==> config.mk <==
export PLATFORM = sky130hd
export DESIGN_NAME = control_unit
export DESIGN_NICKNAME = d
export VERILOG_FILES = /design/src/rtl/cu_pkg.sv /design/src/rtl/cu_decode.sv /design/src/rtl/control_unit.sv
export SDC_FILE = /design/constraint.sdc
export NUM_CORES = 1
export LEC_CHECK = 0
export CORE_ASPECT_RATIO = 0.75
export CORE_MARGIN = 2
export CORE_UTILIZATION = 29
export DETAILED_ROUTE_END_ITERATION = 6
export PLACE_DENSITY = 0.77
export SKIP_CTS_REPAIR_TIMING = 1
export SYNTH_ARGS = -nofsm -noshare
export SYNTH_HDL_FRONTEND = slang
export SYNTH_SLANG_ARGS = --single-unit
export TNS_END_PERCENT = 100
==> constraint.sdc <==
create_clock -name Clock -period 1.85 [get_ports Clock]
set_input_delay 0.37 -clock Clock [delete_from_list [all_inputs] [get_ports Clock]]
set_output_delay 0.37 -clock Clock [all_outputs]
set_load 0.005 [all_outputs]
==> src/rtl/cu_pkg.sv <==
// Shared opcode, ALU-select and state encodings for the control unit.
// Instruction classes are what cu_decode hands to the sequencer.
package cu_pkg;

    localparam int OPC_W   = 5;
    localparam int CTRL_W  = 5;
    localparam int STATE_W = 4;

    localparam logic [OPC_W-1:0] OP_LD   = 5'b00000;
    localparam logic [OPC_W-1:0] OP_ST   = 5'b00010;
    localparam logic [OPC_W-1:0] OP_ADD  = 5'b00011;
    localparam logic [OPC_W-1:0] OP_SUB  = 5'b00100;
    localparam logic [OPC_W-1:0] OP_AND  = 5'b00101;
    localparam logic [OPC_W-1:0] OP_OR   = 5'b00110;
    localparam logic [OPC_W-1:0] OP_ADDI = 5'b01011;
    localparam logic [OPC_W-1:0] OP_ANDI = 5'b01100;
    localparam logic [OPC_W-1:0] OP_ORI  = 5'b01101;
    localparam logic [OPC_W-1:0] OP_HALT = 5'b11011;

    localparam logic [CTRL_W-1:0] ALU_ADD = 5'b00011;
    localparam logic [CTRL_W-1:0] ALU_SUB = 5'b00100;
    localparam logic [CTRL_W-1:0] ALU_AND = 5'b01000;
    localparam logic [CTRL_W-1:0] ALU_OR  = 5'b01001;

    typedef enum logic [2:0] {
        CL_NOP,
        CL_R,
        CL_I,
        CL_LD,
        CL_ST,
        CL_HALT
    } cls_t;

    typedef enum logic [STATE_W-1:0] {
        S_RESET = 4'd0,
        S_T0    = 4'd1,
        S_T1    = 4'd2,
        S_T2    = 4'd3,
        S_T3    = 4'd4,
        S_T4    = 4'd5,
        S_T5    = 4'd6,
        S_T6    = 4'd7,
        S_T7    = 4'd8,
        S_HALT  = 4'd9
    } state_t;

endpackage

==> src/rtl/cu_decode.sv <==
// Opcode decoder: IR[31:27] -> instruction class and ALU select.
// Loads and stores use ALU_ADD for base+offset address generation.
module cu_decode
    import cu_pkg::*;
(
    input  logic [OPC_W-1:0]  opcode,
    output cls_t              cls,
    output logic [CTRL_W-1:0] alu_sel
);

    always_comb begin
        cls     = CL_NOP;
        alu_sel = '0;
        unique case (1'b1)
            (opcode == OP_ADD):  begin cls = CL_R;    alu_sel = ALU_ADD; end
            (opcode == OP_SUB):  begin cls = CL_R;    alu_sel = ALU_SUB; end
            (opcode == OP_AND):  begin cls = CL_R;    alu_sel = ALU_AND; end
            (opcode == OP_OR):   begin cls = CL_R;    alu_sel = ALU_OR;  end
            (opcode == OP_ADDI): begin cls = CL_I;    alu_sel = ALU_ADD; end
            (opcode == OP_ANDI): begin cls = CL_I;    alu_sel = ALU_AND; end
            (opcode == OP_ORI):  begin cls = CL_I;    alu_sel = ALU_OR;  end
            (opcode == OP_LD):   begin cls = CL_LD;   alu_sel = ALU_ADD; end
            (opcode == OP_ST):   begin cls = CL_ST;   alu_sel = ALU_ADD; end
            (opcode == OP_HALT): begin cls = CL_HALT; end
            default: ;
        endcase
    end

endmodule

==> src/rtl/control_unit.sv <==
// Hardwired Moore sequencer driving the Datapath strobes, one state per clock.
// Define CU_MEM_WAIT_EN to stretch memory states until Mem_Ready.
module control_unit
    import cu_pkg::*;
(
    input  logic               Clock,
    input  logic               Clear,
    input  logic [31:0]        IR,
    input  logic               Stop,
`ifdef CU_MEM_WAIT_EN
    input  logic               Mem_Ready,
`endif
    output logic [CTRL_W-1:0]  CONTROL,
    output logic               IncPC,
    output logic               Read,
    output logic               Write,
    output logic               PC_Out,
    output logic               MDR_Out,
    output logic               ZLO_Out,
    output logic               C_Out,
    output logic               BA_Out,
    output logic               R_Out,
    output logic               PC_In,
    output logic               MDR_In,
    output logic               MAR_In,
    output logic               IR_In,
    output logic               Y_In,
    output logic               ZLO_In,
    output logic               R_In,
    output logic               G_RA,
    output logic               G_RB,
    output logic               G_RC,
    output logic               Run,
    output logic [STATE_W-1:0] State
);

    state_t            state_q;
    state_t            state_d;
    cls_t              cls;
    logic [CTRL_W-1:0] alu_sel;
    logic              mem_rdy;
    logic              unused_ir;

`ifdef CU_MEM_WAIT_EN
    assign mem_rdy = Mem_Ready;
`else
    assign mem_rdy = 1'b1;
`endif

    assign unused_ir = ^IR[26:0];
    assign State     = state_q;

    cu_decode u_decode (
        .opcode  (IR[31:27]),
        .cls     (cls),
        .alu_sel (alu_sel)
    );

    always_ff @(posedge Clock) begin
        if (!Clear) state_q <= S_RESET;
        else        state_q <= state_d;
    end

    always_comb begin
        state_d = state_q;
        CONTROL = '0;
        {IncPC, Read, Write}                             = '0;
        {PC_Out, MDR_Out, ZLO_Out, C_Out, BA_Out, R_Out} = '0;
        {PC_In, MDR_In, MAR_In, IR_In, Y_In}             = '0;
        {ZLO_In, R_In, G_RA, G_RB, G_RC}                 = '0;
        Run = 1'b1;
        case (state_q)
            S_RESET: state_d = S_T0;
            S_T0: begin
                PC_Out  = 1'b1;
                MAR_In  = 1'b1;
                IncPC   = 1'b1;
                state_d = Stop ? S_HALT : S_T1;
            end
            S_T1: begin
                Read   = 1'b1;
                MDR_In = 1'b1;
                if (mem_rdy) state_d = S_T2;
            end
            S_T2: begin
                MDR_Out = 1'b1;
                IR_In   = 1'b1;
                state_d = S_T3;
            end
            S_T3: begin
                unique case (cls)
                    CL_R: begin
                        {G_RB, R_Out, Y_In} = '1;
                        state_d = S_T4;
                    end
                    CL_I, CL_LD, CL_ST: begin
                        {G_RB, BA_Out, Y_In} = '1;
                        state_d = S_T4;
                    end
                    CL_HALT: state_d = S_HALT;
                    default: state_d = S_T0;
                endcase
            end
            S_T4: begin
                CONTROL = alu_sel;
                ZLO_In  = 1'b1;
                state_d = S_T5;
                if (cls == CL_R) {G_RC, R_Out} = '1;
                else             C_Out = 1'b1;
            end
            // Memory classes reuse T5 to load the effective address.
            S_T5: begin
                ZLO_Out = 1'b1;
                state_d = S_T0;
                if (cls == CL_LD || cls == CL_ST) begin
                    MAR_In  = 1'b1;
                    state_d = S_T6;
                end else begin
                    {G_RA, R_In} = '1;
                end
            end
            S_T6: begin
                state_d = S_T7;
                if (cls == CL_ST) begin
                    {G_RA, R_Out, MDR_In} = '1;
                end else begin
                    {Read, MDR_In} = '1;
                    if (!mem_rdy) state_d = S_T6;
                end
            end
            S_T7: begin
                state_d = S_T0;
                if (cls == CL_ST) begin
                    Write = 1'b1;
                    if (!mem_rdy) state_d = S_T7;
                end else begin
                    {MDR_Out, G_RA, R_In} = '1;
                end
            end
            S_HALT: Run = 1'b0;
            default: state_d = S_RESET;
        endcase
    end

endmodule

==> flow_summary.ini, run 1 <==
[outcome]
status = finished, violations left
violations = setup timing

[timing]
setup_violations = 4
skew_ps = 3.26
fin_ws_ps = -57.7
max_freq_ghz = 0.524
period_share_pct = 103
finalMaxSlewViolations = 0
rsz0062_at_grt = yes
timing.final.crit_period_ps = 1910
finalHoldViolations = 0

[global_routing]
grt_pass1_wl_um = 3860
grt_usage_pct = 18.3
antenna_found_initial = 0
grt_pass1_vias = 854
grt_overflow_total = 0
grt_max_degree = 11

[route]
drt_iter0_drc = 37
routedWlPerCell_um = 17.1
vias = 1148
drcViolationCount = 0
ant_nets = 0
viasPerCell = 5.31
firstDrtPassIters = 4
drt_wl_total_um = 3690

[finish]
drive_gt1_share_pct = 53.3
largest_register_ffs = 4
mostFrequentLayoutCell = buf_4
multiInputGateArea_um2 = 671
instances_no_fill = 216
layout_common_cells = buf_4 (40), dlymetal6s2s_1 (18), a21oi_1 (10)
finalNetCount = 219
antenna_cells = 0
syn_to_final_growth_pct = 130
ff_latch_area_um2 = 92.6
fin_util_pct = 70.0
nFillCells = 183

[worst_setup_path]
path_max_fanout = 4
worstPathRequired_ps = 1480
start_kind = input pin
crit_arrival_ps = 1540
endpoint_kind = output pin
critPathKind = in -> out

[min_path]
hold_path.class = reg -> reg

[place]
gp_congestion = 0.834
io_buffers = 34
dp.cells = 198
dp_hpwl_um = 2020

[logic_synthesis]
synthArstFlopShare_pct = 0
syn_area_um2 = 691
synth-edff-count = 0
yosysSeqAreaShare_pct = 11.6
synth_largest_area_cell = dfxtp_1
yosysWarnings = 0
ys_ff_latch = 4
syn_avg_cell_area_um2 = 6.34
syn_inst = 109
synth_top_area_share_pct = 11.6
synth_area_leaders = dfxtp_1 (12%), a21oi_1 (8.7%), buf_4 (6.5%)
yosys_most_used_dff = dfxtp_1
yosysUniqueCellTypes = 37

[clock_network]
cts_buffers = 3
clkSinkCount = 4
htreeDepth = 1
tritoncts = yes
clk_path_buf_depth = 2
clkLatencyLatePin_ps = 230
clk_pin_slew_ps = 40
cts-root-buf = clkbuf_4

[floorplan]
start_util_pct = 30.4
dieHeight_um = 46.3
core_um2 = 2270
fp-row-count = 15
die_area_um2 = 2790
die_w_um = 60.4
io_pins = 64

[power]
ir_drop_uv = 122
leakage_nw = 0.941
power_density_nw_per_um2 = 323

[job]
drv_cap = 0
## kinds of logic (layout without fill, tap and decap cells)
| kind of cell | count (synthesis) | count (layout) | share of synthesized area, % |
|---|---|---|---|
| AOI/OAI and AO/OA | 30 | 30 | 27.9 |
| xor gates and xnor gates | 1 | 1 | 1.27 |
| DFF | 4 | 4 | 11.6 |
| other | 1 | 2 | 0.543 |
| and+or+nand+nor | 55 | 55 | 44.9 |
| buffers and inverters | 18 | 90 | 13.8 |
## area by class of cell
class / count / area share [%]
well taps: 34 / 2.68
clock buffers: 3 / 1.42
flip-flops and latches: 4 / 5.83
inverters: 5 / 1.18
multi-input cells: 88 / 42.2
repair buffers: 82 / 46.7
## metrics by stage
| stage | hold slack, ps | setup TNS [ps] | power [mW] | setup WS (ps) | cell area [um^2] |
|---|---|---|---|---|---|
| 2_1_floorplan | 487 | 0 | 0.209 | 128 | 694 |
| 4_1_cts | 766 | -12570 | 0.447 | -822 | 1270 |
| 3_3_place_gp | 714 | -10140 | 0.326 | -788 | 1250 |
| 3_5_place_dp | 758 | -11250 | 0.335 | -807 | 1250 |
| 5_1_grt | 678 | -468 | 0.541 | -129 | 1590 |
| 6_report | 669 | -142 | 0.513 | -57.7 | 1590 |
## worst max-delay path, cell delays in order
cell	delay, ps
clkbuf_2	120
nor3b_2	170
and2_4	150
or4b_1	480
a21oi_2	130
clkbuf_2	120
## cells in the mapped netlist (all sizes together), types with 2 or more instances
master	count
nor2	12
dfxtp	4
a31oi	2
nor3b	2
o21a	3
clkbuf	3
buf	10
or2	2
nand2	8
a21boi	2
and3	2
nor2b	4
nor3	6
and2	4
inv	5
a21oi	12
nand3	4
nand2b	4
nor4	2
o21ai	5
## worst paths after layout
| check | cells after the start | endpoint | start | slack, ps |
|---|---|---|---|---|
| setup / recovery | 6 | MDR_Out | IR[28] | -60 |
| hold / removal | 2 | State[1]$_SDFFE_PN0P_ | State[3]$_SDFFE_PN0P_ | 670 |
| setup reg to reg | 4 | State[3]$_SDFFE_PN0P_ | State[0]$_SDFFE_PN0P_ | 430 |
| hold reg to reg | 2 | State[1]$_SDFFE_PN0P_ | State[3]$_SDFFE_PN0P_ | 670 |
## layer usage
metal,up-vias,track usage (%),part of all wire (%)
li1,524,-,-
met1,540,24.5,38
met2,67,31.7,51
met3,17,3.09,6.6
met4,0,2.67,3.6
met5,-,0,0
## where the power goes
group          internal [mW]  switching, mW  total (mW)
Combinational          0.158          0.139       0.298
Clock                 0.0725         0.0347       0.107
Sequential            0.0922         0.0156       0.108
Total                  0.323          0.189       0.513
Note: power is estimated with default switching activity, not from simulation.
==> inputs of run 2 (changes only) <==
--- a/config.mk
+++ b/config.mk
@@ -10,7 +10,6 @@
 export CORE_UTILIZATION = 29
 export DETAILED_ROUTE_END_ITERATION = 6
 export PLACE_DENSITY = 0.77
-export SKIP_CTS_REPAIR_TIMING = 1
 export SYNTH_ARGS = -nofsm -noshare
 export SYNTH_HDL_FRONTEND = slang
 export SYNTH_SLANG_ARGS = --single-unit
==> flow_summary.ini, run 2 (same netlist as run 1, synthesis figures left out) <==
[place]
gp_congestion = 0.834
dp_hpwl_um = 2020
place_area_um2 = 1250
place_ws_ps = -807
io_buffers = 34

[power]
p_int_uw = 336
switchingPower_uw = 192
power_density_nw_per_um2 = 333
ir_drop_uv = 168
power_frac_seq_pct = 19.7
power.share.clock_pct = 20.2
swShare_pct = 36.4
leakage_nw = 0.747
combPwrFrac_pct = 60.1

[global_routing]
grt_pass1_vias = 1019
grt_usage_pct = 23.7
grt_overflow_total = 0
grt_max_degree = 11
grt_pass1_wl_um = 4900
antenna_found_initial = 0

[clock_network]
cts-root-buf = clkbuf_4
clkLatencyLatePin_ps = 230
cts_buffers = 3
clkSinkCount = 4
cts_hold_buf = 0
clk_path_buf_depth = 2
htreeDepth = 1
tritoncts = yes
clk_pin_slew_ps = 40

[timing]
skew_ps = 2.93
fin_ws_ps = -21.1
tns_ps = -24.3
period_share_pct = 101
finalMaxSlewViolations = 0
setup_violations = 2
max_freq_ghz = 0.534
finalHoldViolations = 0
timing.final.crit_period_ps = 1870
rsz0062_at_grt = yes

[worst_setup_path]
r2r_cells = 5
endpoint_kind = output pin
critPathKind = reg -> out
path_cells = buf_6, nor3_4, buf_6, nand2_8, nor3_4, buf_2
crit_arrival_ps = 1500
slowest_delay_ps = 350
crit_slowest_cell = dfxtp_4
path_max_fanout = 5
worstPathRequired_ps = 1480
start_kind = register

[finish]
layout_common_cells = buf_4 (41), buf_6 (13), a21oi_1 (9), buf_2 (9), dlygate4sd2_1 (7)
mostFrequentLayoutCell = buf_4
final_area_um2 = 1580
antenna_cells = 0
fin_util_pct = 69.7
largest_register_ffs = 4
syn_to_final_growth_pct = 129
finalNetCount = 223
drive_gt1_share_pct = 62.4

[route]
ant_nets = 0
drt_wl_total_um = 3390
drt_iter0_drc = 20
viasPerCell = 5.10
routedWlPerCell_um = 15.4
firstDrtPassIters = 4
drcViolationCount = 0
vias = 1123

[job]
drv_cap = 0

[floorplan]
io_pins = 64
fp-row-count = 15
start_util_pct = 30.4
core_um2 = 2270
die_area_um2 = 2790
die_w_um = 60.4
dieHeight_um = 46.3

[min_path]
hold_depth = 5
hold_path.class = in -> reg

[outcome]
violations = setup timing
status = finished, violations left
-- run 2: cell count changes in the layout (fill, tap and decap cells not counted), moves of 2 or more --
cell	previous run	this run
buf_2	4	9
nor3_4	1	3
dlymetal6s2s_1	18	1
nor2_4	5	2
nor2_2	2	6
clkbuf_2	4	6
buf_6	9	13
dlygate4sd2_1	0	7
-- run 2: worst paths after layout --
path | startpoint | slack, ps | end
max | State[1]$_SDFFE_PN0P_ | -20 | CONTROL[3]
min | IR[31] | 690 | State[3]$_SDFFE_PN0P_
max reg2reg | State[0]$_SDFFE_PN0P_ | 370 | State[3]$_SDFFE_PN0P_
min reg2reg | State[3]$_SDFFE_PN0P_ | 710 | State[1]$_SDFFE_PN0P_
-- run 2: metal layers --
metal  share of wire (%)  global-route usage (%)
met5                   0                       0
met4                 1.2                    6.22
met3                 5.7                    4.21
met2                  51                    42.4
met1                  42                    29.3
-- run 2: worst max-delay path, delay by kind of cell (launching register included) --
family | cells | cell delay [ps]
buffers and inverters | 3 | 440
flip-flops | 1 | 350
AND/OR/NAND/NOR | 3 | 480
-- run 2: area by class of cell --
class / count / area [um^2]
Tap cell: 34 / 42.5
Fill cell: 173 / 688
Clock buffer: 3 / 22.5
Timing Repair Buffer: 86 / 701
Multi-Input combinational cell: 88 / 706
Inverter: 5 / 18.8
Sequential cell: 4 / 92.6
-- run 2: metrics by stage --
stage | power [mW] | cells | hold slack (ps)
floorplan | 0.209 | 110 | 487
global placement | 0.326 | 198 | 714
detailed placement | 0.335 | 198 | 758
CTS | 0.485 | 214 | 650
global route | 0.559 | 220 | 696
finish | 0.527 | 220 | 686
-- run 2: what timing repair did --
| action | in CTS | in global routing |
|---|---|---|
| pin swaps | 13 | 12 |
| gates cloned | 0 | 0 |
| resized for setup | 107 | 44 |
| setup endpoints to repair | 23 | 16 |
| setup buffers | 13 | 7 |
-- run 2: power groups by stage --
| stage | Sequential [mW] | Clock, mW | Combinational [mW] |
|---|---|---|---|
| detailed placement | 0.105 | 0 | 0.230 |
| finish | 0.104 | 0.106 | 0.317 |
| global route | 0.104 | 0.118 | 0.336 |
| CTS | 0.104 | 0.112 | 0.270 |
| global placement | 0.104 | 0 | 0.222 |
| floorplan | 0.0979 | 0 | 0.111 |
